--- src/rtl/uart_tx_fifo.sv ---
// uart_tx_fifo: show-ahead byte FIFO feeding the UART transmitter.
// Core side pushes bytes and the transmitter pops them with 'next'.
// Software can poll the fill level, almost-full and a sticky overflow flag.
// Optional macro UART_TX_FIFO_FLUSH_EN adds a flush_i input. A flush empties
// the queue and leaves the overflow flag unchanged.
module uart_tx_fifo #(
    parameter int DEPTH    = 16,
    parameter int AF_LEVEL = DEPTH - 2
) (
    input  logic                     clk_i,
    input  logic                     reset_i,
`ifdef UART_TX_FIFO_FLUSH_EN
    input  logic                     flush_i,
`endif
    input  logic                     wr_en_i,
    input  logic [7:0]               wr_data_i,
    output logic                     full_o,
    output logic                     almost_full_o,
    output logic [$clog2(DEPTH):0]   count_o,
    output logic                     overflow_o,
    input  logic                     clr_err_i,
    output logic [7:0]               d_out,
    output logic                     rts,
    input  logic                     next
);
    localparam int AW = $clog2(DEPTH);
    localparam int CW = AW + 1;
    localparam logic [CW-1:0] DEPTH_C = CW'(DEPTH);
    localparam logic [CW-1:0] AF_C    = CW'(AF_LEVEL);
    localparam logic [CW-1:0] ONE_C   = CW'(1);
    localparam logic [AW-1:0] PONE_C  = AW'(1);

    logic [7:0]    mem_r [DEPTH];
    logic [AW-1:0] wr_ptr_r;
    logic [AW-1:0] rd_ptr_r;
    logic [CW-1:0] count_r;
    logic          overflow_r;

    logic          full_s;
    logic          rts_s;
    logic          pop_s;
    logic          push_s;
    logic          drop_s;
    logic          flush_s;

`ifdef UART_TX_FIFO_FLUSH_EN
    assign flush_s = flush_i;
`else
    assign flush_s = 1'b0;
`endif

    // Status derived from the registered count only, so it is glitch-free.
    always_comb begin
        full_s        = (count_r == DEPTH_C);
        rts_s         = (count_r != {CW{1'b0}});
        almost_full_o = (count_r >= AF_C);
    end

    // Decide this cycle's pop, accepted push and dropped push.
    // A push at full is still accepted when a pop frees a slot in the same cycle.
    // A flush discards the push without counting it as a drop.
    always_comb begin
        pop_s  = next && rts_s;
        push_s = 1'b0;
        drop_s = 1'b0;
        if (wr_en_i && !flush_s) begin
            if (!full_s || pop_s) begin
                push_s = 1'b1;
            end else begin
                drop_s = 1'b1;
            end
        end else begin
            push_s = 1'b0;
            drop_s = 1'b0;
        end
    end

    // Pointer, count and sticky overflow registers; reset overrides everything.
    always_ff @(posedge clk_i) begin
        if (!reset_i) begin
            wr_ptr_r   <= {AW{1'b0}};
            rd_ptr_r   <= {AW{1'b0}};
            count_r    <= {CW{1'b0}};
            overflow_r <= 1'b0;
        end else begin
            if (flush_s) begin
                wr_ptr_r <= {AW{1'b0}};
                rd_ptr_r <= {AW{1'b0}};
                count_r  <= {CW{1'b0}};
            end else begin
                if (push_s) begin
                    wr_ptr_r <= wr_ptr_r + PONE_C;
                end
                if (pop_s) begin
                    rd_ptr_r <= rd_ptr_r + PONE_C;
                end
                case ({push_s, pop_s})
                    2'b10:   count_r <= count_r + ONE_C;
                    2'b01:   count_r <= count_r - ONE_C;
                    default: count_r <= count_r;
                endcase
            end
            // A new drop wins over a clear in the same cycle.
            if (drop_s) begin
                overflow_r <= 1'b1;
            end else if (clr_err_i) begin
                overflow_r <= 1'b0;
            end
        end
    end

    // Byte storage; contents are not reset, because the count qualifies them.
    always_ff @(posedge clk_i) begin
        if (reset_i && push_s) begin
            mem_r[wr_ptr_r] <= wr_data_i;
        end
    end

    // Show-ahead head byte, forced to zero while the queue is empty.
    always_comb begin
        if (rts_s) begin
            d_out = mem_r[rd_ptr_r];
        end else begin
            d_out = 8'h00;
        end
    end

    assign rts        = rts_s;
    assign full_o     = full_s;
    assign count_o    = count_r;
    assign overflow_o = overflow_r;

endmodule

--- config.mk ---
export PLATFORM = sky130hd
export DESIGN_NAME = uart_tx_fifo
export DESIGN_NICKNAME = d
export VERILOG_FILES = /design/src/rtl/uart_tx_fifo.sv
export SDC_FILE = /design/constraint.sdc
export NUM_CORES = 1
export LEC_CHECK = 0
export CAP_MARGIN = 5
export CORE_ASPECT_RATIO = 0.7
export CORE_MARGIN = 2
export CORE_UTILIZATION = 30
export DETAILED_ROUTE_END_ITERATION = 8
export GPL_TIMING_DRIVEN = 0
export HOLD_SLACK_MARGIN = 0.12
export MAX_ROUTING_LAYER = met4
export PLACE_DENSITY = 0.55
export SKIP_LAST_GASP = 1
export SLEW_MARGIN = 20
export SYNTH_ARGS = -nofsm -noshare
export SYNTH_HDL_FRONTEND = slang
export SYNTH_SLANG_ARGS = --single-unit
--- constraint.sdc ---
create_clock -name clk_i -period 3.5 [get_ports clk_i]
set_clock_uncertainty 0.15 [all_clocks]
set_input_delay 0.35 -clock clk_i [delete_from_list [all_inputs] [get_ports clk_i]]
set_output_delay 0.35 -clock clk_i [all_outputs]
set_load 0.01 [all_outputs]
* Yosys cells after proc, flatten, opt, wreduce, memory -nomap -nowiden
Memories as Yosys holds them, arrays and structs flattened. A register that Yosys moved wholly into a read port is not among the register bits.
Index checks and enable logic that the tools add are counted.
** Operators by class
- Add/subtract/negate cells :: 4
- Multipliers :: 0
- Div/mod/pow operators :: 0
- Order comparisons :: 1
- Eq/ne operators :: 3
- Shift operators :: 0
- Muxes and demuxes :: 12
- Bitwise logic cells :: 0
- Reduce and logical (&&, ||, !) cells :: 7
** Operators with widths (count)
- one-hot mux 5 bit (2 select lines) :: 1
- adder 4 x 1 -> 4 bit (second input constant) :: 2
- 2-to-1 mux 1 bit :: 8
- 2-to-1 mux 4 bit :: 2
- 2-to-1 mux 8 bit :: 1
- adder 5 x 1 -> 5 bit (second input constant) :: 1
- equality test 5 bit (second input constant) :: 1
- greater-or-equal comparator 5 x 4 -> 1 bit (second input constant) :: 1
- nonzero test 5 bit :: 1
- subtractor 5 x 1 -> 5 bit (second input constant) :: 1
- nonzero test 2 bit :: 2
- equality test 2 x 1 -> 1 bit (second input constant) :: 1
- equality test 2 bit (second input constant) :: 1
- logical AND 1 bit :: 2
- zero test 1 bit :: 1
- logical OR 1 bit :: 1
** Storage, ports and cells
- Register bits :: 14
- Bits in latches :: 0
- Bits in writable memories :: 128
- ROM bits :: 0
- Logic and storage cells :: 32
- Memories :: 1
** Memory list
- mem_r :: depth 16, bits a word 8, read ports 1, clocked after Yosys merged registers in 1, wr ports 1, line 33 : logic [7:0] mem_r [DEPTH];

* Depth between registers and ports, before layout
Gate-level depths: netlist of the first run.
- Depth in word-level cells :: 8
- Mapped depth :: 8

* Worst setup path before layout of the first run
OpenSTA, ideal clock, no wires.
- Path type :: register to register
- Start point :: register count_r[0], in the netlist count_o[0]
- End point :: register count_r[4], in the netlist count_o[4]
- Arrival :: 2.394 ns
- Path slack :: 0.880 ns
- Cell stages (with the launch flop) :: 8
- Path buffers :: 0
- Clock period less this slack :: 2.620 ns
- Path through :: dfxtp_1 -> nor4_1 -> a21oi_1 -> fa_1 -> a21o_1 -> a21oi_1 -> mux2_2 -> a31oi_1
** On the way
- Word-level cells in the longest chain between the ends :: 7
- Elaborated cells between the ends (all ways) :: 13
** RTL lines
- start: declaration :: line 36 : logic [CW-1:0] count_r;
- start signal: assignment :: line 83 : count_r <= {CW{1'b0}};
- start signal: assignment :: line 89 : count_r <= {CW{1'b0}};
- start signal: assignment :: line 98 : 2'b10: count_r <= count_r + ONE_C;
- equality test 5 bit / nonzero test 5 bit (equally long branches) :: line 54, 55
- zero test 1 bit / logical AND 1 bit (equally long branches) :: line 67, 63
- logical OR 1 bit :: line 67 : if (!full_s || pop_s) begin
- 2-to-1 mux 1 bit :: line 67
- 2-to-1 mux 1 bit :: line 66 : if (wr_en_i && !flush_s) begin
- equality test 2 x 1 -> 1 bit / equality test 2 bit (equally long branches) :: line 97 : case ({push_s, pop_s})
- one-hot mux 5 bit (2 select lines) / nonzero test 2 bit (equally long branches)
Several ways; a longest one is shown, not always the timed one.
A chain may end at the register's enable or synchronous reset.

==> results of run 1 <==
-- cells by family (layout without fill, tap and decap cells) --
family,Yosys count,in the layout,share of synthesized area (%)
flops,146,146,70.2
fa+ha+maj,9,9,2.01
mux,49,49,14.9
xor+xnor,5,5,0.732
simple gates,66,66,5.39
buf+inv,21,81,1.92
compound gates,35,35,4.79
-- worst min-delay path, stage by stage, from the launching register on --
cell and delay, ns:
dfxtp_1 0.32, nand2_1 0.07, mux2i_1 0.07
-- state kept, by name (all words and copies together), names as in the netlist, named ones only --
name / count
mem_r: 128
rd_ptr_r: 4
overflow_o: 1
wr_ptr_r: 4
count_o: 5
-- synth_stat cells, drive strengths merged, types with 5 or more instances --
cell type / count
edfxtp: 128
mux4: 32
nor2: 30
dfxtp: 18
a211oi: 17
mux2i: 16
buf: 11
nand2: 11
nor2b: 9
ha: 8
clkbuf: 5
-- area by class of cell --
type,instances,area [um2],share of cell area (%)
clock buffer,17,425,5.90
multi-input combinational,164,1680,23.3
tap,270,338,4.69
clock inverter,14,153,2.12
buffer,16,97.6,1.35
inverter,5,18.8,0.260
timing repair buffer,29,290,4.03
sequential,146,4200,58.3
-- power breakdown --
part / internal [mW] / switching [mW]
Sequential: 1.95 / 0.0508
Clock: 0.999 / 0.763
Combinational: 0.588 / 0.634
Total: 3.54 / 1.45
-- worst paths after layout --
kind	from	endpoint	slack, ns	cells past startpoint
setup / recovery	flip-flop	d_out[3]	0.18	7
hold / removal	wr_ptr_r[3]$_SDFFE_PN0N_	wr_ptr_r[3]$_SDFFE_PN0N_	0.36	2
setup reg to reg	count_o[0]$_SDFFE_PN0P_	count_o[4]$_SDFFE_PN0P_	0.62	7
hold reg to reg	wr_ptr_r[3]$_SDFFE_PN0N_	wr_ptr_r[3]$_SDFFE_PN0N_	0.36	2
-- per-layer routing --
layer | routed length [um] | up-vias
met4 | 114 | 0
met2 | 5330 | 66
met5 | 0 | -
met1 | 6440 | 1551
met3 | 648 | 9
li1 | - | 1414
-- stage by stage --
stage                     cell area, um2  hold slack, ns  util, %
after floorplan                     5980           0.299        -
after global placement              6610           0.345     33.6
after detailed placement            6610           0.356     33.6
after CTS                           7190           0.369     36.5
after global routing                7210           0.405     36.6
final                               7210           0.362     36.6
==> qor.csv, run 1 <==
metric;value;unit
worstPathRequired;3.00;ns
gr-usage-met3;4.37;%
die_w;173;um
power_density;692;nW/um2
status;completed;
cp-end-kind;output pin;
start_util;30.4;%
cp_max_fo;10;
cts_tree;built;
cts-resized-gates;1;
std_cell_rows;43;
dr.pass1.iters;4;
drt_iter0_markers;240;
die_area;21100;um2
arrival;2.82;ns
synth_top_area_share;64.2;%
final_nets;401;
synth_top_cells_by_area;edfxtp_1 64%, mux4_2 12%, dfxtp_1 6.0%, mux2i_1 2.7%, a211oi_1 2.1%;
tns;0;ns
drive_gt1_share;22.5;%
irDropWorstVdd;356;uV
period_share;94.8;%
syn2layout_area_growth;20.4;%
worstSetupStartpointType;flip-flop;
p_leak;2.27;nW
route.vias.total;3040;
wirelength;12500;um
nFillCells;1863;
gp_congestion;0.720;
critPathMostFrequentCell;a211oi_1;
clkLatencyLatePin;0.42;ns
synth.distinct_cells;41;
preCtsSetupSlack;0.291;ns
track_usage;12.9;%
total_power;4.99;mW
antenna_found_initial;0;
ctsLongestPathBuffers;2;
post_drt_via_cell_ratio;4.60;
ctsRootBufferMaster;clkbuf_16;
synth_edf_count;128;
use_met2;18.0;%
ys_seq_elements;146;
met1_usage;18.1;%
setup-violations-final;0;
crit_type;flip-flop to output pin;
hold_violations;0;
fin_cells;661;
dp.cells;630;
yosysWarnings;0;
tightestPinTransition;1.02;ns
syn_nets;353;
crit_slowest_cell;clkdlybuf4s50_1;
period_needed;3.32;ns
yosys.area.top_type;edfxtp_1;
top_usage_layer;met1;
clock_sinks;146;
drt_drc_violations_left;0;
layout_common_cells;128 x edfxtp_1, 32 x mux4_2, 29 x nor2_1, 29 x clkdlybuf4s50_1, 18 x dfxtp_1;
final_common_cell;edfxtp_1;
critPathBufInv;3;
slew_headroom;32.1;%
numCtsBuffers;17;
post-cts-setup-buffers;0;
yosysSeqAreaShare;70.2;%
core_area;19700;um2
grt_max_degree;17;
grt_remaining_overflow;0;
syn_area;5980;um2
die_h;122;um
fmax;301;MHz
critPathMaxStageDelay;0.51;ns
setup_ws;0.183;ns
maxCapViolations;0;
grt_pass1_vias;3174;
rsz0062_at_grt;no;
n_antenna_cell;0;
synthFlopType;edfxtp_1;
io_pins;30;
slew_violations;0;
critPathTopFamily;buffers and inverters;
synthArstFlopShare;0;%
wl_per_cell;19.0;um
avgSynthCellArea;18.1;um2
grt_first_pass_wirelength;19100;um
clk_pin_slew;0.06;ns
portBuffers;29;
dp_hpwl;8210;um
cts_htree_levels;4;
postSynthCellCount;331;
cts_hold_buf;0;
ant_nets;0;
cp_cell_sequence;clkbuf_1 -> buf_2 -> mux4_2 -> nor2b_1 -> a211oi_1 -> a211oi_1 -> clkdlybuf4s50_1;
hp-class;flip-flop to flip-flop;
Note: power is estimated with default switching activity, not from simulation.
==> run 2: changes to the inputs <==
--- a/config.mk
+++ b/config.mk
@@ -8,12 +8,12 @@
 export CAP_MARGIN = 5
 export CORE_ASPECT_RATIO = 0.7
 export CORE_MARGIN = 2
-export CORE_UTILIZATION = 30
+export CORE_UTILIZATION = 50
 export DETAILED_ROUTE_END_ITERATION = 8
 export GPL_TIMING_DRIVEN = 0
 export HOLD_SLACK_MARGIN = 0.12
 export MAX_ROUTING_LAYER = met4
-export PLACE_DENSITY = 0.55
+export PLACE_DENSITY = 0.77
 export SKIP_LAST_GASP = 1
 export SLEW_MARGIN = 20
 export SYNTH_ARGS = -nofsm -noshare
==> run 2 against run 1 <==
  * Routed wire length fell by 5.7%
  * Setup slack got worse by 0.059 ns
  * Utilization rose by 24 points
  * Critical endpoint is now d_out[0]
==> qor.csv, run 2 (synthesis gave the netlist of run 1 again) <==
metric;value;unit;change
status;completed;;
die_h;95.5;um;-22%
track_usage;20.9;%;+8.0 points
cp_max_fo;10;;unchanged
grt_max_degree;17;;unchanged
drive_gt1_share;21.0;%;-1.5 points
p_leak;2.26;nW;-0.53%
fin_area;7040;um2;-2.3%
layout_common_cells;128 x edfxtp_1, 32 x mux4_2, 29 x nor2_1, 29 x clkdlybuf4s50_1, 18 x dfxtp_1;;
drt_drc_violations_left;0;;unchanged
cts-resized-gates;0;;-1
hp-class;flip-flop to flip-flop;;
syn2layout_area_growth;17.6;%;
period_needed;3.38;ns;+0.0594 ns
worstSetupStartpointType;flip-flop;;
route.vias.total;3124;;+2.8%
maxCapViolations;0;;unchanged
fmax;296;MHz;-1.8%
whs;0.373;ns;+0.0114 ns
dp_hpwl;7550;um;-8.0%
die_w;135;um;-22%
numCtsBuffers;17;;unchanged
cts_tree;built;;
final_nets;401;;unchanged
max_flop_register;mem_r;;
grt_remaining_overflow;0;;unchanged
tns;0;ns;unchanged
ctsRootBufferMaster;clkbuf_16;;
final_common_cell;edfxtp_1;;
ctsLongestPathBuffers;2;;unchanged
slew_violations;0;;unchanged
cts_htree_levels;4;;unchanged
setup_ws;0.123;ns;-0.0594 ns
placed_area;6470;um2;-2.1%
io_pins;30;;unchanged
core_area;11700;um2;-41%
wl_per_cell;21.6;um;+14%
arrival;2.88;ns;+0.06 ns
nFillCells;848;;-54%
rsz0062_at_grt;no;;
std_cell_rows;33;;-23%
wirelength;11800;um;-5.7%
preCtsSetupSlack;0.213;ns;-0.0782 ns
post_drt_via_cell_ratio;5.70;;+24%
cts_hold_buf;0;;unchanged
grt_first_pass_wirelength;18100;um;-5.2%
portBuffers;29;;unchanged
power_density;700;nW/um2;+1.1%
drt_iter0_markers;286;;+19%
die_area;12900;um2;-39%
worstPathRequired;3.00;ns;about the same
clock_sinks;146;;unchanged
antenna_found_initial;0;;unchanged
clk_pin_slew;0.06;ns;about the same
gp_congestion;0.805;;+12%
start_util;51.2;%;+21 points
tightestPinTransition;1.02;ns;+0.00586 ns
post-cts-setup-buffers;0;;unchanged
irDropWorstVdd;508;uV;+43%
dr.pass1.iters;4;;unchanged
hold_violations;0;;unchanged
largest_reg_flops;128;;unchanged
clkLatencyLatePin;0.42;ns;about the same
n_antenna_cell;0;;unchanged
total_power;4.93;mW;-1.2%
crit_type;flip-flop to output pin;;
slew_headroom;31.7;%;-0.39 points
setup-violations-final;0;;unchanged
period_share;96.5;%;+1.7 points
ant_nets;0;;unchanged
grt_pass1_vias;3164;;-0.32%
cp-end-kind;output pin;;
[run 2: cell count changes in the layout (fill, tap and decap cells not counted)]
| cell | previous run | this run |
|---|---|---|
| a211oi_1 | 14 | 17 |
| a211oi_2 | 3 | 0 |
| clkinv_1 | 1 | 4 |
| inv_6 | 3 | 1 |
| inv_8 | 2 | 0 |
| bufinv_16 | 1 | 2 |
| clkinv_2 | 0 | 1 |
| clkinv_4 | 4 | 3 |
| clkinv_8 | 1 | 0 |
| clkinvlp_4 | 3 | 4 |
[run 2: path summary, 6_finish.rpt]
| path | startpoint | depth (start not counted) | slack (ns) | endpoint |
|---|---|---|---|---|
| worst max-delay path | flip-flop | 7 | 0.12 | d_out[0] |
| worst min-delay path | wr_ptr_r[3]$_SDFFE_PN0N_ | 2 | 0.37 | wr_ptr_r[3]$_SDFFE_PN0N_ |
| worst max register to register | count_o[0]$_SDFFE_PN0P_ | 7 | 0.52 | count_o[4]$_SDFFE_PN0P_ |
| worst min register to register | wr_ptr_r[3]$_SDFFE_PN0N_ | 2 | 0.37 | wr_ptr_r[3]$_SDFFE_PN0N_ |
[run 2: routing by layer]
layer	routed length [um]	up-vias	track usage [%]	share of wire, %
met4	119	0	6.05	1.0
li1	-	1410	-	-
met2	5570	109	31.4	47
met5	0	-	-	0
met3	1080	13	6.22	9.2
met1	5040	1592	28.0	43
[run 2: layout make-up]
type	count	area, um2	area share [%]
clock buffers	17	425	6.04
clock inverters	14	141	2.01
plain buffers	16	97.6	1.39
multi-input cells	164	1670	23.7
well taps	157	196	2.79
repair buffers	29	290	4.12
flip-flops and latches	146	4200	59.7
inverters	5	18.8	0.267
[run 2: power breakdown]
part	leakage, nW	switching, mW	internal (mW)
Clock	0.264	0.689	1.04
Combinational	0.698	0.609	0.581
Sequential	1.30	0.0558	1.95
[run 2: critical path, stage by stage (launching register included)]
cell and delay [ns]:
dfxtp_1 0.32, buf_6 0.13, buf_4 0.22, buf_2 0.32, mux4_2 0.27, mux2i_1 0.09, a211oi_1 0.47, clkdlybuf4s50_1 0.63
[run 2: stage by stage]
stage               util, %  instances
global route           60.2        548
floorplan                 -        331
finish                 60.2        548
global placement       55.4        517
CTS                    60.2        548
detailed placement     55.4        517
==> run 3: changes to the inputs <==
--- a/config.mk
+++ b/config.mk
@@ -9,6 +9,7 @@
 export CORE_ASPECT_RATIO = 0.7
 export CORE_MARGIN = 2
 export CORE_UTILIZATION = 50
+export CTS_CLUSTER_DIAMETER = 60
 export DETAILED_ROUTE_END_ITERATION = 8
 export GPL_TIMING_DRIVEN = 0
 export HOLD_SLACK_MARGIN = 0.12
==> results of run 3 <==
Final layout, timing and power as in run 2 (identical DEF).
